[config.mk]
export PLATFORM = sky130hd
export DESIGN_NAME = uart_tx_arbiter
export DESIGN_NICKNAME = d
export VERILOG_FILES = /design/src/rtl/uart_pkg.sv /design/src/rtl/uart_tx_arbiter_rr_pick.sv /design/src/rtl/uart_tx_arbiter.sv
export SDC_FILE = /design/constraint.sdc
export NUM_CORES = 1
export LEC_CHECK = 0
export ABC_AREA = 1
export BUFFER_PORTS_ARGS = -buffer_cell sky130_fd_sc_hd__buf_2
export CAP_MARGIN = 5
export CORE_ASPECT_RATIO = 1.2
export CORE_MARGIN = 3
export CORE_UTILIZATION = 46
export CTS_BUF_LIST = sky130_fd_sc_hd__clkbuf_8
export DETAILED_ROUTE_END_ITERATION = 8
export PLACE_DENSITY = 0.75
export SYNTH_ARGS = -nofsm -noshare
export SYNTH_HDL_FRONTEND = slang
export SYNTH_SLANG_ARGS = --single-unit
[constraint.sdc]
create_clock -name clk -period 3.4 [get_ports clk]
set_input_delay 0.51 -clock clk [delete_from_list [all_inputs] [get_ports clk]]
set_output_delay 0.51 -clock clk [all_outputs]
set_load 0.005 [all_outputs]
[src/rtl/uart_pkg.sv]
// Shared definitions for the UART transmit arbiter.
//   arb_state_e    : arbiter FSM encoding (IDLE / SEND)
//   MAX_BURST_DEF  : default words per grant before forced release
//   IDLE_TO_DEF    : default idle cycles under grant before forced release
//   cnt_width()    : bits needed to hold a count from 0 up to maxval
package uart_pkg;

  typedef enum logic {
    ST_IDLE = 1'b0,
    ST_SEND = 1'b1
  } arb_state_e;

  localparam int unsigned MAX_BURST_DEF = 16;
  localparam int unsigned IDLE_TO_DEF   = 16;

  function automatic int unsigned cnt_width(input int unsigned maxval);
    int unsigned w;
    w = $clog2(maxval + 1);
    return (w < 1) ? 1 : w;
  endfunction

endpackage

[src/rtl/uart_tx_arbiter_rr_pick.sv]
// Combinational round-robin selector.
//   req_i : request vector
//   ptr_i : index of the last served requester; search starts at ptr_i+1
//   win_o : one-hot winner (all zero when no request)
//   idx_o : binary index of the winner
//   any_o : at least one request is present
module rr_pick #(
  parameter int unsigned N_REQ = 4,
  parameter int unsigned IW    = 2
) (
  input  logic [N_REQ-1:0] req_i,
  input  logic [IW-1:0]    ptr_i,
  output logic [N_REQ-1:0] win_o,
  output logic [IW-1:0]    idx_o,
  output logic             any_o
);

  always_comb begin : pick
    int unsigned c;
    win_o = '0;
    idx_o = '0;
    any_o = 1'b0;
    c     = 0;
    // Offsets 1..N_REQ visit every requester once, the current owner last.
    for (int unsigned k = 1; k <= N_REQ; k++) begin
      c = (32'(ptr_i) + k) % N_REQ;
      if (!any_o && req_i[c]) begin
        any_o    = 1'b1;
        win_o[c] = 1'b1;
        idx_o    = IW'(c);
      end
    end
  end

endmodule

[src/rtl/uart_tx_arbiter.sv]
// Arbitrates N_REQ message sources onto one UART transmit FIFO write port.
//   clk, reset : clock, asynchronous active-high reset
//   req        : per-requester word available
//   din        : per-requester data, requester i at [i*DBIT +: DBIT]
//   last       : per-requester final-word qualifier
//   ack        : one-hot accept pulse to the granted requester
//   grant      : one-hot registered grant (zero when idle)
//   tx_full    : UART transmit FIFO full
//   wr_uart    : UART FIFO write strobe
//   w_data     : UART FIFO write data
//   busy       : arbiter is in SEND
module uart_tx_arbiter
  import uart_pkg::*;
#(
  parameter int DBIT      = 8,
  parameter int N_REQ     = 4,
  parameter int MAX_BURST = MAX_BURST_DEF,
  parameter int IDLE_TO   = IDLE_TO_DEF
) (
  input  logic                  clk,
  input  logic                  reset,
  input  logic [N_REQ-1:0]      req,
  input  logic [N_REQ*DBIT-1:0] din,
  input  logic [N_REQ-1:0]      last,
  output logic [N_REQ-1:0]      ack,
  output logic [N_REQ-1:0]      grant,
  input  logic                  tx_full,
  output logic                  wr_uart,
  output logic [DBIT-1:0]       w_data,
  output logic                  busy
);

  localparam int unsigned IW = $clog2(N_REQ);
  localparam int unsigned BW = cnt_width(MAX_BURST);
  localparam int unsigned TW = cnt_width(IDLE_TO);

  arb_state_e       state_q;
  logic [N_REQ-1:0] grant_q;
  logic [IW-1:0]    gidx_q;
  logic [IW-1:0]    ptr_q;
  logic [BW-1:0]    burst_q, burst_d;
  logic [TW-1:0]    idle_q, idle_d;

  logic [N_REQ-1:0] pick_win;
  logic [IW-1:0]    pick_idx;
  logic             pick_any;
  logic             req_g, last_g, idle_cyc, release_w;

  rr_pick #(
    .N_REQ (N_REQ),
    .IW    (IW)
  ) u_pick (
    .req_i (req),
    .ptr_i (ptr_q),
    .win_o (pick_win),
    .idx_o (pick_idx),
    .any_o (pick_any)
  );

  // Granted requester's lines are selected by masking with the one-hot
  // grant, so no out-of-range index can arise for non-power-of-2 N_REQ.
  always_comb begin
    busy     = (state_q == ST_SEND);
    req_g    = |(req & grant_q);
    last_g   = |(last & grant_q);
    wr_uart  = busy & req_g & ~tx_full;
    ack      = grant_q & {N_REQ{wr_uart}};
    w_data   = '0;
    for (int unsigned i = 0; i < N_REQ; i++) begin
      if (busy && grant_q[i]) w_data = w_data | din[i*DBIT +: DBIT];
    end
    grant    = grant_q;

    idle_cyc = busy & ~req_g & ~tx_full;
    burst_d  = burst_q + BW'(1);
    idle_d   = idle_q + TW'(1);
    // Coinciding causes collapse into one release by construction.
    release_w = (wr_uart  & (last_g | (burst_d == BW'(MAX_BURST)))) |
                (idle_cyc & (idle_d == TW'(IDLE_TO)));
  end

  always_ff @(posedge clk or posedge reset) begin
    if (reset) begin
      state_q <= ST_IDLE;
      grant_q <= '0;
      gidx_q  <= '0;
      ptr_q   <= IW'(N_REQ - 1);
      burst_q <= '0;
      idle_q  <= '0;
    end else begin
      case (state_q)
        ST_IDLE: begin
          if (pick_any) begin
            state_q <= ST_SEND;
            grant_q <= pick_win;
            gidx_q  <= pick_idx;
            burst_q <= '0;
            idle_q  <= '0;
          end
        end
        ST_SEND: begin
          if (wr_uart) begin
            burst_q <= burst_d;
            idle_q  <= '0;
          end else if (idle_cyc) begin
            idle_q  <= idle_d;
          end
          if (release_w) begin
            state_q <= ST_IDLE;
            grant_q <= '0;
            ptr_q   <= gidx_q;
          end
        end
        default: begin
          state_q <= ST_IDLE;
          grant_q <= '0;
        end
      endcase
    end
  end

endmodule

==> reports/results.txt <==
The dominant combinational cell family by area after synthesis is simple AND/OR/NAND/NOR gates. Summing the areas of all xor and xnor instances in the mapped netlist gives 2.02% of the synthesized area. For this configuration, the core starts out at a cell density of 49.8%.

The most common library cell in the layout ignoring fill and taps is sky130_fd_sc_hd__nand2_1. The initial antenna violation count is 0. The slowest stage of the critical path is the sky130_fd_sc_hd__dfrtp_1 cell.

The floorplan step defined a die boundary enclosing 4540 um^2. The die is 73.2 um tall. The power density over cell area was 775 nW/um^2. The maximum vdd ir drop came out at 0.637 mV. The synthesized-area fraction occupied by ao, oa, aoi and oai cells is 6.86%, and the number of core rows is 23. Across the whole layout, storage elements account for 478 um^2. The number of global-route vias before repair is 1594, and the area of the multi-input gates is 1120 um^2. The clock reaches the later pin of the worst-skew pair after 0.25 ns. The final setup violation count is 0, and the number of failing hold endpoints at the final stage is 0. For this run, the top clock speed supported by timing is 388 MHz. In this run the remaining antenna-violating nets after routing total 0.

The number of buffers added to fix hold violations after cts came out at 0. The signal on the critical path passes through inv_2 > nor2_4 > inv_1 > nor2_4 > inv_2 > nor2_1 > buf_2. The clock transition at the registers of the reported paths is 0.07 ns, and the count of vias placed by the detailed router is 1835. The number of design rule violations left after detail routing is 0. Post-synthesis register bit count: 19.

Setup repair after global routing left no endpoint under its margin. In the layout the commonest cells are sky130_fd_sc_hd__nand2_1 (75), sky130_fd_sc_hd__buf_2 (60), sky130_fd_sc_hd__nand3_1 (51). The routed via count divided by cell count works out to 5.11. The multiplexer fraction of the synthesized cell area was 0%. The count of buffers added on input and output ports is 60. Entering global routing, the biggest net connects 22 pins.

The number of setup buffers added after CTS is 0. In this design, the stage delay of the slowest critical-path cell is 0.76 ns. The fraction of layout instances using a drive strength above 1 was 28.8%. Before antenna repair, the detailed router went through 4 iterations. For the pin with the worst max-slew slack, the measured transition is 0.690 ns. Dividing the detail-routed wire length by the instance count gives 12.1 um. Averaged over all synthesized cells, the footprint is 6.88 um^2. The synthesized netlist devotes 47.6% of its cell area to simple gates. For the worst slew margin relative to its limit, the log shows 54.0%. The kind of path behind the tightest hold check was in2async. The core region is 3480 um^2. Power comes to 1.62 mW. When the netlist entered floorplanning its net count stood at 306. Hold timing on the final database bottoms out at a slack of 0.352 ns. The number of antenna diodes in the final layout is 0. Across the run, the number of max-cap violations was 0. During synthesis, Yosys emitted a total of 0 warnings. The required time at the endpoint of the critical path came out at 2.89 ns. The max-slew violation count was 0; the setup TNS after final layout was 0 ns.

Maximum fanout encountered on the critical timing path: 21. The clock net in this run drives a total of 19 sinks. The reported leakage power was 1.12 nW; the number of H-tree levels was 1. The first-iteration detailed-routing DRC count is 93. TritonCTS built the clock tree. The final critical path takes up 75.9% of the cycle. The run gives 0.821 ns as the worst path setup slack after routing.

Cells fill 60.1% of the core in the end. The flow ran to the end, and the final reports show no timing, DRC or antenna violations. The synthesized netlist contains 29 unique library cells. At the end of the flow, the number of nets in the layout was 364.

Summed over all nets, the half-perimeter wirelength after detailed placement is 3400 um. Relative to the synthesized area, the layout overhead comes to 20.8%. Pin placement for this block handled 61 I/O pins.

Summing every instance area after synthesis gives 1730 um^2. By startpoint and endpoint, the worst setup path is classified as reg2out. For the finished layout, the period the worst path requires is 2.58 ns. STA classifies the critical path startpoint as a flip-flop. Summed over all layers, the routed wires come to 4360 um.

The clock arrives with 0.000812 ns of skew. Data on the critical path arrives at its endpoint at 2.07 ns. The total of fill cells in the finished design is 341, and the final RePlAce weighted congestion is 0.897.

The clock passes through at most 2 buffers. Sequential cells were found to cover 27.6% of the synthesized design area. Floorplan die width: 62.0 um.

The total CTS buffers was 3. The first global-routing pass estimated 6830 um of wire. The run gives 252 as the post-synthesis cell count. Root buffer selected by CTS: sky130_fd_sc_hd__clkbuf_8. Global routing consumed, over all layers together, 19.3% of the routing resources.

The fraction of the mapped netlist area in adder cells works out to 7.94%. STA classifies the critical path endpoint as a primary output. The post-CTS resize count was 0. Prior to clock tree synthesis, the placed netlist has a worst setup slack of 1.12 ns. The total overflow left after global routing is 0.
## worst max-delay path: cells and delay by family, from the launching register on
kind                   cells  cell delay [ns]
DFF                        1             0.76
buffers and inverters      4             0.58
and+or+nand+nor            3             0.47
## cell type report
class                   instances  share of cell area (%)
flip-flops and latches         19                    22.8
clock inverters                 1                   0.239
repair buffers                 60                    14.3
clock buffers                   3                    1.97
well taps                      50                    2.99
inverters                      22                    4.30
multi-input cells             204                    53.3
## registers in the layout, indices dropped and copies added (netlist names)
signal	cells
ptr_q	2
burst_q	5
grant	4
gidx_q	2
busy	1
idle_q	5
## cell families after synthesis
kind of cell,after synthesis
buffers and inverters,29
AND/OR/NAND/NOR,170
adder cells (fa/ha/maj),11
AO/OA/AOI/OAI,19
flip-flops,19
XOR/XNOR,4
## stage by stage
| step | std cells | area, um^2 |
|---|---|---|
| floorplan | 252 | 1730 |
| global placement | 355 | 2050 |
| detailed placement | 355 | 2050 |
| CTS | 359 | 2090 |
| global route | 359 | 2090 |
| finish | 359 | 2090 |
## synthesized netlist by cell type
| library cell | number | area [um^2] |
|---|---|---|
| sky130_fd_sc_hd__a21boi_0 | 4 | 30.0 |
| sky130_fd_sc_hd__a21oi_1 | 9 | 45.0 |
| sky130_fd_sc_hd__a21oi_4 | 1 | 16.3 |
| sky130_fd_sc_hd__buf_1 | 1 | 3.75 |
| sky130_fd_sc_hd__buf_2 | 3 | 15.0 |
| sky130_fd_sc_hd__buf_6 | 1 | 11.3 |
| sky130_fd_sc_hd__buf_8 | 1 | 15.0 |
| sky130_fd_sc_hd__clkbuf_1 | 1 | 3.75 |
| sky130_fd_sc_hd__dfrtp_1 | 17 | 425 |
| sky130_fd_sc_hd__dfstp_2 | 2 | 52.6 |
| sky130_fd_sc_hd__ha_1 | 11 | 138 |
| sky130_fd_sc_hd__inv_1 | 16 | 60.1 |
| sky130_fd_sc_hd__inv_2 | 5 | 18.8 |
| sky130_fd_sc_hd__inv_8 | 1 | 11.3 |
| sky130_fd_sc_hd__nand2_1 | 75 | 282 |
| sky130_fd_sc_hd__nand2_2 | 7 | 43.8 |
| sky130_fd_sc_hd__nand2_4 | 3 | 33.8 |
| sky130_fd_sc_hd__nand3_1 | 51 | 255 |
| sky130_fd_sc_hd__nand3_4 | 1 | 17.5 |
| sky130_fd_sc_hd__nand3b_1 | 1 | 7.51 |
| sky130_fd_sc_hd__nand4_1 | 14 | 87.6 |
| sky130_fd_sc_hd__nor2_1 | 11 | 41.3 |
| sky130_fd_sc_hd__nor2_2 | 2 | 12.5 |
| sky130_fd_sc_hd__nor2_4 | 3 | 33.8 |
| sky130_fd_sc_hd__nor3_1 | 2 | 10.0 |
| sky130_fd_sc_hd__o21ai_0 | 1 | 5.00 |
| sky130_fd_sc_hd__o21ai_1 | 3 | 15.0 |
| sky130_fd_sc_hd__o31ai_1 | 1 | 7.51 |
| sky130_fd_sc_hd__xor2_1 | 4 | 35.0 |
## power breakdown
group	switching (mW)	internal (mW)
Clock	0.0718	0.0814
Sequential	0.165	0.320
Combinational	0.612	0.372
## metal layers
metal	vias to the layer above	track usage, %	part of all wire [%]
met2	62	31.3	47
met1	806	25.9	45
met3	9	2.65	7.0
met4	0	6.37	1.6
li1	958	-	-
met5	-	0	0
## final timing paths
check | startpoint | slack [ns] | cells past startpoint | endpoint
worst min register to register | gidx_q[0]$_DFFE_PP0P_ | 0.47 | 2 | ptr_q[0]$_DFFE_PP1P_
min in group clk | gidx_q[0]$_DFFE_PP0P_ | 0.47 | 2 | ptr_q[0]$_DFFE_PP1P_
worst max-delay path | busy$_DFF_PP0_ | 0.82 | 7 | ack[3]
max in group asynchronous | reset | 2.61 | 2 | burst_q[2]$_DFFE_PP0P_
worst max register to register | ptr_q[0]$_DFFE_PP1P_ | 1.24 | 10 | grant[0]$_DFFE_PP0P_
worst min-delay path | reset | 0.35 | 2 | gidx_q[0]$_DFFE_PP0P_
(Power assumes the default switching activity.)
